## config.mk

```make
export PLATFORM = sky130hd
export DESIGN_NAME = rgb2ycc
export DESIGN_NICKNAME = d
export VERILOG_FILES = /design/src/rtl/rgb2ycc.sv
export SDC_FILE = /design/constraint.sdc
export NUM_CORES = 2
export LEC_CHECK = 0
export CORE_AREA = 2 2 362 364
export CTS_BUF_LIST = sky130_fd_sc_hd__clkbuf_16
export DETAILED_ROUTE_END_ITERATION = 10
export DIE_AREA = 0 0 364 366
export HOLD_SLACK_MARGIN = 0.06
export PLACE_DENSITY_LB_ADDON = 0.08
export SETUP_SLACK_MARGIN = 0.1
export SLEW_MARGIN = 20
export SYNTH_ARGS = -nofsm -noshare
export SYNTH_HDL_FRONTEND = slang
export SYNTH_SLANG_ARGS = --single-unit
```

## constraint.sdc

```tcl
create_clock -name clk -period 6.3 [get_ports clk]
set_input_delay 0.945 -clock clk [delete_from_list [all_inputs] [get_ports clk]]
set_output_delay 0.945 -clock clk [all_outputs]
set_load 0.05 [all_outputs]
```

## src/rtl/rgb2ycc.sv

```systemverilog
// RGB to YCbCr/Y converter: 3-stage pipeline with a double-buffered coefficient bank swapped on vsync rise.
// Optional macro RGB2YCC_ROUND_EN adds round-half-up before the fractional shift (default: floor).
module rgb2ycc #(
   parameter int COLORDEPTH = 8,
   parameter int COEFW      = 12
) (
   input  logic                      clk,
   input  logic                      rst,
   input  logic [3*COLORDEPTH-1:0]   rgb_i,
   input  logic                      dv_i,
   input  logic                      hs_i,
   input  logic                      vs_i,
   input  logic                      ycc_en_i,
   input  logic                      coef_we_i,
   input  logic [3:0]                coef_addr_i,
   input  logic [COEFW-1:0]          coef_data_i,
   output logic [COLORDEPTH-1:0]     y_o,
   output logic [COLORDEPTH-1:0]     cb_o,
   output logic [COLORDEPTH-1:0]     cr_o,
   output logic                      dv_o,
   output logic                      hs_o,
   output logic                      vs_o,
   output logic                      line_end_o,
   output logic                      coef_pend_o
);

   localparam int FRAC = COEFW - 2;
   localparam int PW   = COLORDEPTH + 1 + COEFW;
   localparam int SW   = PW + 2;
   localparam int OFF  = 2 ** (COLORDEPTH - 1);
   localparam int MAXV = 2 ** COLORDEPTH - 1;

   typedef logic signed [COEFW-1:0] coef_t;
   typedef logic signed [PW-1:0]    prod_t;
   typedef logic signed [SW-1:0]    sum_t;

   coef_t                  shadow [9];
   coef_t                  active [9];
   logic                   active_ycc;
   logic                   vs_prev;
   logic                   vs_rise;
   logic                   coef_acc;

   logic [COLORDEPTH-1:0]  px1 [3];
   logic                   dv1, hs1, vs1;
   prod_t                  prod [9];
   logic                   dv2, hs2, vs2, m2;

   function automatic coef_t coef_default(input int unsigned idx);
      case (idx)
         0: return coef_t'(306);
         1: return coef_t'(601);
         2: return coef_t'(117);
         3: return coef_t'(-173);
         4: return coef_t'(-339);
         5: return coef_t'(512);
         6: return coef_t'(512);
         7: return coef_t'(-429);
         default: return coef_t'(-83);
      endcase
   endfunction

   function automatic prod_t mul(input logic [COLORDEPTH-1:0] c, input coef_t k);
      prod_t a, b;
      a = prod_t'($signed({1'b0, c}));
      b = prod_t'(k);
      return a * b;
   endfunction

   function automatic logic [COLORDEPTH-1:0] sat_comp(input prod_t p0, input prod_t p1,
                                                      input prod_t p2, input logic add_off);
      sum_t s;
      s = sum_t'(p0) + sum_t'(p1) + sum_t'(p2);
`ifdef RGB2YCC_ROUND_EN
      s = s + sum_t'(2 ** (FRAC - 1));
`endif
      s = s >>> FRAC;
      if (add_off) s = s + sum_t'(OFF);
      if (s < 0) return '0;
      if (s > sum_t'(MAXV)) return '1;
      return s[COLORDEPTH-1:0];
   endfunction

   assign vs_rise  = vs_i & ~vs_prev;
   assign coef_acc = coef_we_i && (coef_addr_i <= 4'd8);

   // The swap copies the shadow contents as they stood before this edge, so a
   // coincident write lands in the shadow only and stays pending.
   always_ff @(posedge clk or negedge rst) begin
      if (!rst) begin
         for (int unsigned i = 0; i < 9; i++) begin
            shadow[i] <= coef_default(i);
            active[i] <= coef_default(i);
         end
         active_ycc  <= 1'b1;
         vs_prev     <= 1'b0;
         coef_pend_o <= 1'b0;
      end else begin
         vs_prev <= vs_i;
         if (vs_rise) begin
            for (int unsigned i = 0; i < 9; i++) active[i] <= shadow[i];
            active_ycc <= ycc_en_i;
         end
         if (coef_acc) shadow[coef_addr_i] <= coef_data_i;
         if (coef_acc)     coef_pend_o <= 1'b1;
         else if (vs_rise) coef_pend_o <= 1'b0;
      end
   end

   always_ff @(posedge clk or negedge rst) begin
      if (!rst) begin
         for (int unsigned i = 0; i < 3; i++) px1[i] <= '0;
         dv1 <= 1'b0;
         hs1 <= 1'b0;
         vs1 <= 1'b0;
      end else begin
         px1[0] <= dv_i ? rgb_i[3*COLORDEPTH-1:2*COLORDEPTH] : '0;
         px1[1] <= dv_i ? rgb_i[2*COLORDEPTH-1:COLORDEPTH]   : '0;
         px1[2] <= dv_i ? rgb_i[COLORDEPTH-1:0]              : '0;
         dv1    <= dv_i;
         hs1    <= hs_i;
         vs1    <= vs_i;
      end
   end

   // Chroma products freeze while the active mode is Y-only.
   always_ff @(posedge clk or negedge rst) begin
      if (!rst) begin
         for (int unsigned k = 0; k < 9; k++) prod[k] <= '0;
         dv2 <= 1'b0;
         hs2 <= 1'b0;
         vs2 <= 1'b0;
         m2  <= 1'b0;
      end else begin
         for (int unsigned k = 0; k < 3; k++) prod[k] <= mul(px1[k], active[k]);
         if (active_ycc) begin
            for (int unsigned k = 3; k < 9; k++) prod[k] <= mul(px1[k % 3], active[k]);
         end
         dv2 <= dv1;
         hs2 <= hs1;
         vs2 <= vs1;
         m2  <= active_ycc;
      end
   end

   always_ff @(posedge clk or negedge rst) begin
      if (!rst) begin
         y_o        <= '0;
         cb_o       <= '0;
         cr_o       <= '0;
         dv_o       <= 1'b0;
         hs_o       <= 1'b0;
         vs_o       <= 1'b0;
         line_end_o <= 1'b0;
      end else begin
         y_o  <= dv2 ? sat_comp(prod[0], prod[1], prod[2], 1'b0) : '0;
         cb_o <= !dv2 ? '0 : (m2 ? sat_comp(prod[3], prod[4], prod[5], 1'b1) : COLORDEPTH'(OFF));
         cr_o <= !dv2 ? '0 : (m2 ? sat_comp(prod[6], prod[7], prod[8], 1'b1) : COLORDEPTH'(OFF));
         dv_o       <= dv2;
         hs_o       <= hs2;
         vs_o       <= vs2;
         line_end_o <= dv_o & ~dv2;
      end
   end

endmodule
```

==> results by stage <==
Job:
- The count of maximum capacitance violations is 0.

CTS:
- The CTS tree is built.
- After clock tree synthesis, the clock-pin slew on the worst setup and hold paths is 0.06 ns.
- The number of clock sinks is 466.
- Once the clock tree was built, the setup fixing pass inserted 0 buffers.
- No sink is reached through more buffers than the 3 on the longest clock path.
- The tree is rooted in a clkbuf_16.
- The CTS H-tree depth is 2.
- The hold buffer count at cts is 0.
- The TritonCTS buffer count is 59.
- The latest clock arrival within the worst-skew pair is 0.69 ns.

Worst setup path:
- STA classifies the critical path endpoint as a register.
- The kind of critical path is register to register.
- The end of the worst register-to-register path is prod[104]$_DFFE_PN0P_.
- The flop-to-flop setup slack is 0.71 ns.
- The top fanout value on the critical path is 20.
- The worst register-to-register path begins at px1[11]$_DFF_PN0_.
- STA puts the critical path data required time at 6.85 ns.
- Data arrives at the worst endpoint at 6.14 ns.
- The cell depth of the worst flop-to-flop path is 15.
- STA classifies the critical path startpoint as a register.

Final layout:
- Once layout is complete, the utilization of the core stands at 0.437.
- The layout has 12600 filler cells.
- The library cells used most frequently in the layout, excluding fill and tap cells, are inv_1, fa_1, and2_1.
- The area growth from synthesis to layout is 9.57%.
- The fraction of final layout cells sized beyond drive strength 1 is 0.110.
- The library cell used most frequently in the layout, excluding fill and tap cells, is inv_1.
- In the final design database the tool counted 6408 nets.

Synth:
- The total nets after synthesis is 6343.
- Of the total synthesized cell area, the portion taken by AND, OR, NAND and NOR gates is 0.132.
- The main combinational cell family by area after synthesis is adder cells.
- The post-synthesis compound-gate area fraction was 0.0554.
- The post-synthesis area per instance is 10.1 um^2.
- In the synthesized netlist the dominant register cell turns out to be dfrtp_1.
- The count of warnings emitted by yosys is 0.
- The count of distinct cell types in the synthesized netlist is 74.
- The share of synthesized area in the top cell type comes to 0.296.
- Yosys attributes the largest share of cell area to fa_1, dfrtp_1, ha_1.
- Counting every instance in the synthesized netlist gives 5091.
- The share of synthesized cell area in full adder, half adder and majority cells is 0.404.
- The portion of synthesized area spent on multiplexers is 0.0612.
- The portion of the post-synthesis area used by sequential elements is 0.229.
- The parity-gate share of the synthesized area counting xor and xnor cells is 0.0299.
- The share of async-settable or async-resettable flops after synthesis is 1.00.
- The netlist area before placement is 51500 um^2.
- In this run, synthesis inferred 0 flip-flops with an integrated enable.
- The number of synthesized register bits is 466.
- Summed over all instances, the cell type with the most area after synthesis is fa_1.

Die:
- In this run the count of I/O pins placed on the die edge is 76.
- For this configuration, the core starts out at a cell density of 0.399.
- The die covers 133000 um^2.
- The die width is 364 um.
- The core area is 129000 um^2.
- The floorplan has 132 rows.
- The die extent in y is 366 um.

Drt:
- The routed design uses 4210 um of met3 wire.
- The first-pass iteration count of the detailed router is 5.
- The final routed DRC violation total is 0.
- Dividing the detail-routed via count by the number of cells gives 4.78.
- The final layout contains routed wiring with a total length of 128000 um.
- The detailed router finished its first iteration with 1376 violations.
- For this block, the via count after detailed routing is 33200.
- After detailed routing, the wire length on met1 is 59300 um.
- The number of antenna-violating nets in the routed design is 0.
- The routed length on met2 is 60700 um.
- The highest layer used for signal routing is met4.
- Dividing the detail-routed wire length by the instance count gives 18.4 um.

STA:
- Dividing the final minimum period by the clock period gives 0.887.
- Setup total negative slack on the finished layout was measured at 0 ns.
- The minimum clock period after layout is 5.59 ns.
- The post-route clock skew is 0.0323 ns.
- Setup repair after global routing left no endpoint under its margin.
- The maximum frequency from static timing analysis is 0.179 GHz.
- The transition time at the pin with the least slew margin is 1.12 ns.
- The worst max-slew margin expressed relative to the limit is 0.248.
- Setup violations remaining at the end of the flow were counted as 0.
- The hold violation total from the final report is 0.
- The final number of max-transition violations is 0.

Global routing:
- The global-route wire length before repair is 207000 um.
- Entering global routing, the biggest net connects 163 pins.
- The overflow left after global routing is 0.
- The via count of the first global-routing pass was 35600.
- The overall global routing resource usage is 0.200.
- The number of antenna violations at the first check in global routing came to 7.

Outcome:
- The run finished with clean final reports.

Pwr:
- Dividing total power by cell area gives a power density of 468 nW/um^2.
- The highest ir drop seen on vdd is 0.330 mV.
- The static leakage power is 0.0283 uW.

Placed design:
- Buffers placed on the I/O ports in this run total 75.
- Detailed placement ended at an HPWL of 100000 um.
- The placer's final routability congestion estimate is 0.810.

Worst hold path:
- The worst min-delay path class is primary input to asynchronous set/reset pin.
## cell families (layout without fill, tap and decap cells)
family / count (synthesis) / after routing
xor+xnor: 176 / 176
mux: 280 / 280
fa+ha+maj: 1205 / 1205
flops: 466 / 466
simple gates: 1310 / 1310
compound gates: 434 / 434
buf+inv: 1220 / 1334
other cells: 0 / 2
## what timing repair did
| action | 4_1_cts | 5_1_grt |
|---|---|---|
| gates resized for setup | 0 | 1 |
| endpoints found under the hold margin | 0 | 0 |
| endpoints found under the setup margin | 0 | 1 |
## worst max-delay path by stage
stage	startpoint	to	slack, ns	cells past startpoint
2_1_floorplan	px1[0]$_DFF_PN0_	prod[145]$_DFF_PN0_	1.21	21
5_1_grt	px1[8]$_DFF_PN0_	prod[104]$_DFFE_PN0P_	0.18	20
4_1_cts	px1[12]$_DFF_PN0_	prod[104]$_DFFE_PN0P_	0.61	15
6_report	px1[11]$_DFF_PN0_	prod[104]$_DFFE_PN0P_	0.71	15
3_5_place_dp	px1[12]$_DFF_PN0_	prod[104]$_DFFE_PN0P_	0.66	15
3_3_place_gp	px1[12]$_DFF_PN0_	prod[40]$_DFFE_PN0P_	0.81	20
## sequential cells by signal (all words and copies together) (netlist names)
name         count
active_ycc       1
dv1              1
dv_o             1
vs1              1
px1             24
vs2              1
y_o              8
line_end_o       1
coef_pend_o      1
m2               1
hs_o             1
dv2              1
prod           189
cr_o             8
cb_o             8
shadow         108
hs1              1
vs_o             1
active         108
hs2              1
## metal layers
metal | global-route usage | up-vias
met4 | 0.0512 | 0
met5 | 0 | -
met3 | 0.0250 | 122
li1 | - | 15900
met2 | 0.330 | 428
met1 | 0.279 | 16800
## where the power goes
group / switching, uW / internal (uW)
combinational: 9710 / 7620
clock: 1510 / 1910
sequential: 1430 / 4210
## per-stage QoR
step / hold slack [ns] / worst slack (ns) / total power, uW / area (um^2) / instances
floorplan: 0.331 / 1.21 / 18200 / 51500 / 5091
global placement: 0.339 / 0.807 / 23200 / 54500 / 6837
detailed placement: 0.338 / 0.657 / 23300 / 54500 / 6837
CTS: 0.286 / 0.615 / 26900 / 56400 / 6947
global route: 0.322 / 0.178 / 29400 / 56400 / 6947
finish: 0.270 / 0.713 / 26400 / 56400 / 6949
## cells in the mapped netlist, drive strengths merged, types with 9 or more instances
library cell,instances
inv,1091
fa,762
and2,565
ha,443
nand2,443
dfrtp,369
mux2,278
xnor2,143
clkbuf,121
o21ai,113
a21oi,97
dfstp,97
nor2,91
nand3,53
nor3,37
o21a,36
a21o,34
xor2,33
and3,26
nor2b,24
or3,20
a31oi,19
o31ai,19
a211oi,17
or2,16
a21boi,15
o211ai,15
o21bai,10
o2111ai,9
## area by class of cell
class / instances / area [um^2] / share of cell area
Tap cell: 1742 / 2180 / 0.0386
Timing Repair Buffer: 133 / 1290 / 0.0228
Inverter: 1091 / 4100 / 0.0726
Clock buffer: 60 / 1500 / 0.0266
Clock inverter: 50 / 412 / 0.00729
Sequential cell: 466 / 11800 / 0.209
Multi-Input combinational cell: 3405 / 35200 / 0.623
Antenna cell: 2 / 5.00 / 0.0000887
## worst max-delay path: stages, from the launching register on
cell	delay, ns
dfrtp_1	0.95
nand2_1	0.18
fa_1	0.55
fa_1	0.54
inv_1	0.05
fa_1	0.49
fa_1	0.42
ha_1	0.33
a21boi_0	0.15
o21ai_0	0.22
a22oi_1	0.16
a211oi_1	0.41
nor3_1	0.11
a2111oi_0	0.56
mux2i_1	0.25
nand2_1	0.07
Power figures use the tool's default switching activity.
==> RTL edit (same flow settings) <==
Put one more register stage on the output `cb_o`. The value now appears one clock later. The other outputs are not delayed to match.
--- a/src/rtl/rgb2ycc.sv
+++ b/src/rtl/rgb2ycc.sv
@@ -33,6 +33,8 @@
    typedef logic signed [COEFW-1:0] coef_t;
    typedef logic signed [PW-1:0]    prod_t;
    typedef logic signed [SW-1:0]    sum_t;
+
+   logic [COLORDEPTH-1:0] cb_s0;
 
    coef_t                  shadow [9];
    coef_t                  active [9];
@@ -146,7 +148,7 @@
    always_ff @(posedge clk or negedge rst) begin
       if (!rst) begin
          y_o        <= '0;
-         cb_o       <= '0;
+         cb_s0      <= '0;
          cr_o       <= '0;
          dv_o       <= 1'b0;
          hs_o       <= 1'b0;
@@ -154,7 +156,7 @@
          line_end_o <= 1'b0;
       end else begin
          y_o  <= dv2 ? sat_comp(prod[0], prod[1], prod[2], 1'b0) : '0;
-         cb_o <= !dv2 ? '0 : (m2 ? sat_comp(prod[3], prod[4], prod[5], 1'b1) : COLORDEPTH'(OFF));
+         cb_s0 <= !dv2 ? '0 : (m2 ? sat_comp(prod[3], prod[4], prod[5], 1'b1) : COLORDEPTH'(OFF));
          cr_o <= !dv2 ? '0 : (m2 ? sat_comp(prod[6], prod[7], prod[8], 1'b1) : COLORDEPTH'(OFF));
          dv_o       <= dv2;
          hs_o       <= hs2;
@@ -163,4 +165,8 @@
       end
    end
 
+   always_ff @(posedge clk) begin
+      cb_o <= cb_s0;
+   end
+
 endmodule
Function: changed (Yosys sat finds a counterexample within 4 cycles, from zero or initial values and one cycle with rst low).
==> RTL edit against the unedited design <==
Sequential cell count is 8 higher; power increased by 2.0%; routed wire length fell by 1.7%; sequential power grew 0.9%; die area unchanged; setup slack got worse by 120 ps; design area up 0.49%; synthesized cell count down 0.14%; non-clock buffer count rose by 5; area after synthesis grew 0.37%; global-route usage is 0.13 points lower; critical endpoint is now prod[19]; largest power group unchanged; highest routed layer is now met5.
==> RTL edit: results (changes against the unedited design) <==
hold slack final 284 ps (+13.7 ps); PortBufs 75 (unchanged); leak pwr 28.4 nW (+0.53%); Post-Place Cells 6835 (-0.029%); drt total wl 126000 microns (-1.7%); worst-path maximum fanout 18 (-10%); worst hold path class primary input to async pin; largest net degree at the start of global routing 155 (-4.9%); critical path startpoint px1[0]; outcome completed; worst slew pin tran 1080 ps (-47.5 ps); internal power 14.2 mW (+3.3%); synth unique cells 81 (+9.5%); Syn. warnings 0 (unchanged); Clock Path Buffers 3 (unchanged); Primary FF master, synth dfrtp_1; CTS Root Cell clkbuf_16; Top Registers prod: 189 flops, active: 108 flops, shadow: 108 flops; RR Endpoint prod[19]; nets 6405 (-0.047%); Post-DP HPWL 99300 microns (-0.62%); syn_area_per_cell 10.2 sq um (+0.51%); post-CTS setup buffers 0 (unchanged); share of layout cells above drive strength 1 0.111 (+0.00158); Synth top cells by count inv_1, fa_1, and2_1; path depth of the worst reg2reg path 20 (+5); VDD IR-drop max 386 uV (+17%); first-pass GRT wire length 206000 microns (-0.25%); dpl ws 603 ps (-54.1 ps); skew final 24.7 ps (-7.62 ps); initial antenna violation count 10 (+3); CTS H-tree lvls 2 (unchanged); DP Area 54700 sq um (+0.30%); Crit path arrival time 6250 ps (+110 ps); register area share after synthesis 0.231 (+0.00226); syn_nets 6336 (-0.11%); Synth area leaders fa_1, dfrtp_1, ha_1, inv_1, and2_1; clock slew at reported path FFs 60 ps (about the same); fin cells 6946 (-0.043%); GPL Wtd Cong 0.817 (+0.86%); number of global-route vias before repair 35800 (+0.38%); post-CTS resize count 0 (unchanged); clk_lat worst skew 680 ps; Total Routing Usage GR 0.199 (-0.00134); router iterations before antenna repair 5 (unchanged); Async SR Flop Fraction 0.983 (-0.0169); Vias 33100 (-0.47%); DR iter-0 viols 1474 (+7.1%); CTS Buf Count 58 (-1.7%)
## RTL edit: metal layers
metal,part of all wire,vias up,global-route usage
li1,-,15800,-
met1,0.46,16800,0.275
met2,0.48,368,0.330
met3,0.030,148,0.0228
met4,0.030,4,0.0542
met5,0.00027,-,0
## RTL edit: critical path, stage by stage, from the launching register on
cell      delay, ps
dfrtp_1         790
nand2_1         170
fa_1            520
fa_1            510
inv_1            40
ha_1            260
inv_1            50
fa_1            520
inv_1            50
ha_1            270
a21o_1          180
a21oi_1         220
nand2b_1        140
a21boi_1         90
o311a_1         330
nor3_1          270
nor3_1          110
or4_1           510
a21oi_1         200
xnor2_1          80
mux2_2          260
## RTL edit: how the worst max path moves through the flow
stage,slack [ps],end,depth (start not counted)
floorplan,1010,prod[19],22
global placement,660,prod[19],20
detailed placement,600,prod[41],18
CTS,590,prod[19],20
global route,160,prod[83],23
finish,600,prod[19],20
## RTL edit: cells by family after synthesis
| family | after synthesis | share of synthesized area |
|---|---|---|
| fa+ha+maj | 1205 | 0.402 |
| mux | 292 | 0.0634 |
| compound gates | 404 | 0.0516 |
| simple gates | 1318 | 0.133 |
| flops | 474 | 0.231 |
| buf+inv | 1208 | 0.0879 |
| xor+xnor | 183 | 0.0310 |
## RTL edit: power by group through the flow
stage	registers (mW)	logic, mW	clock network (mW)
6_report	5.69	17.6	3.59
5_1_grt	5.87	20.3	3.83
4_1_cts	5.74	18.0	3.73
3_5_place_dp	5.79	17.8	0
3_3_place_gp	5.78	17.8	0
2_1_floorplan	5.15	13.5	0
## RTL edit: layout make-up
cell class	instances	area (sq um)
fillers	12500	72300
multi-input cells	3402	35200
flip-flops and latches	474	11900
inverters	1079	4050
well taps	1742	2180
clock buffers	58	1450
repair buffers	138	1290
clock inverters	52	579
diodes	1	2.50
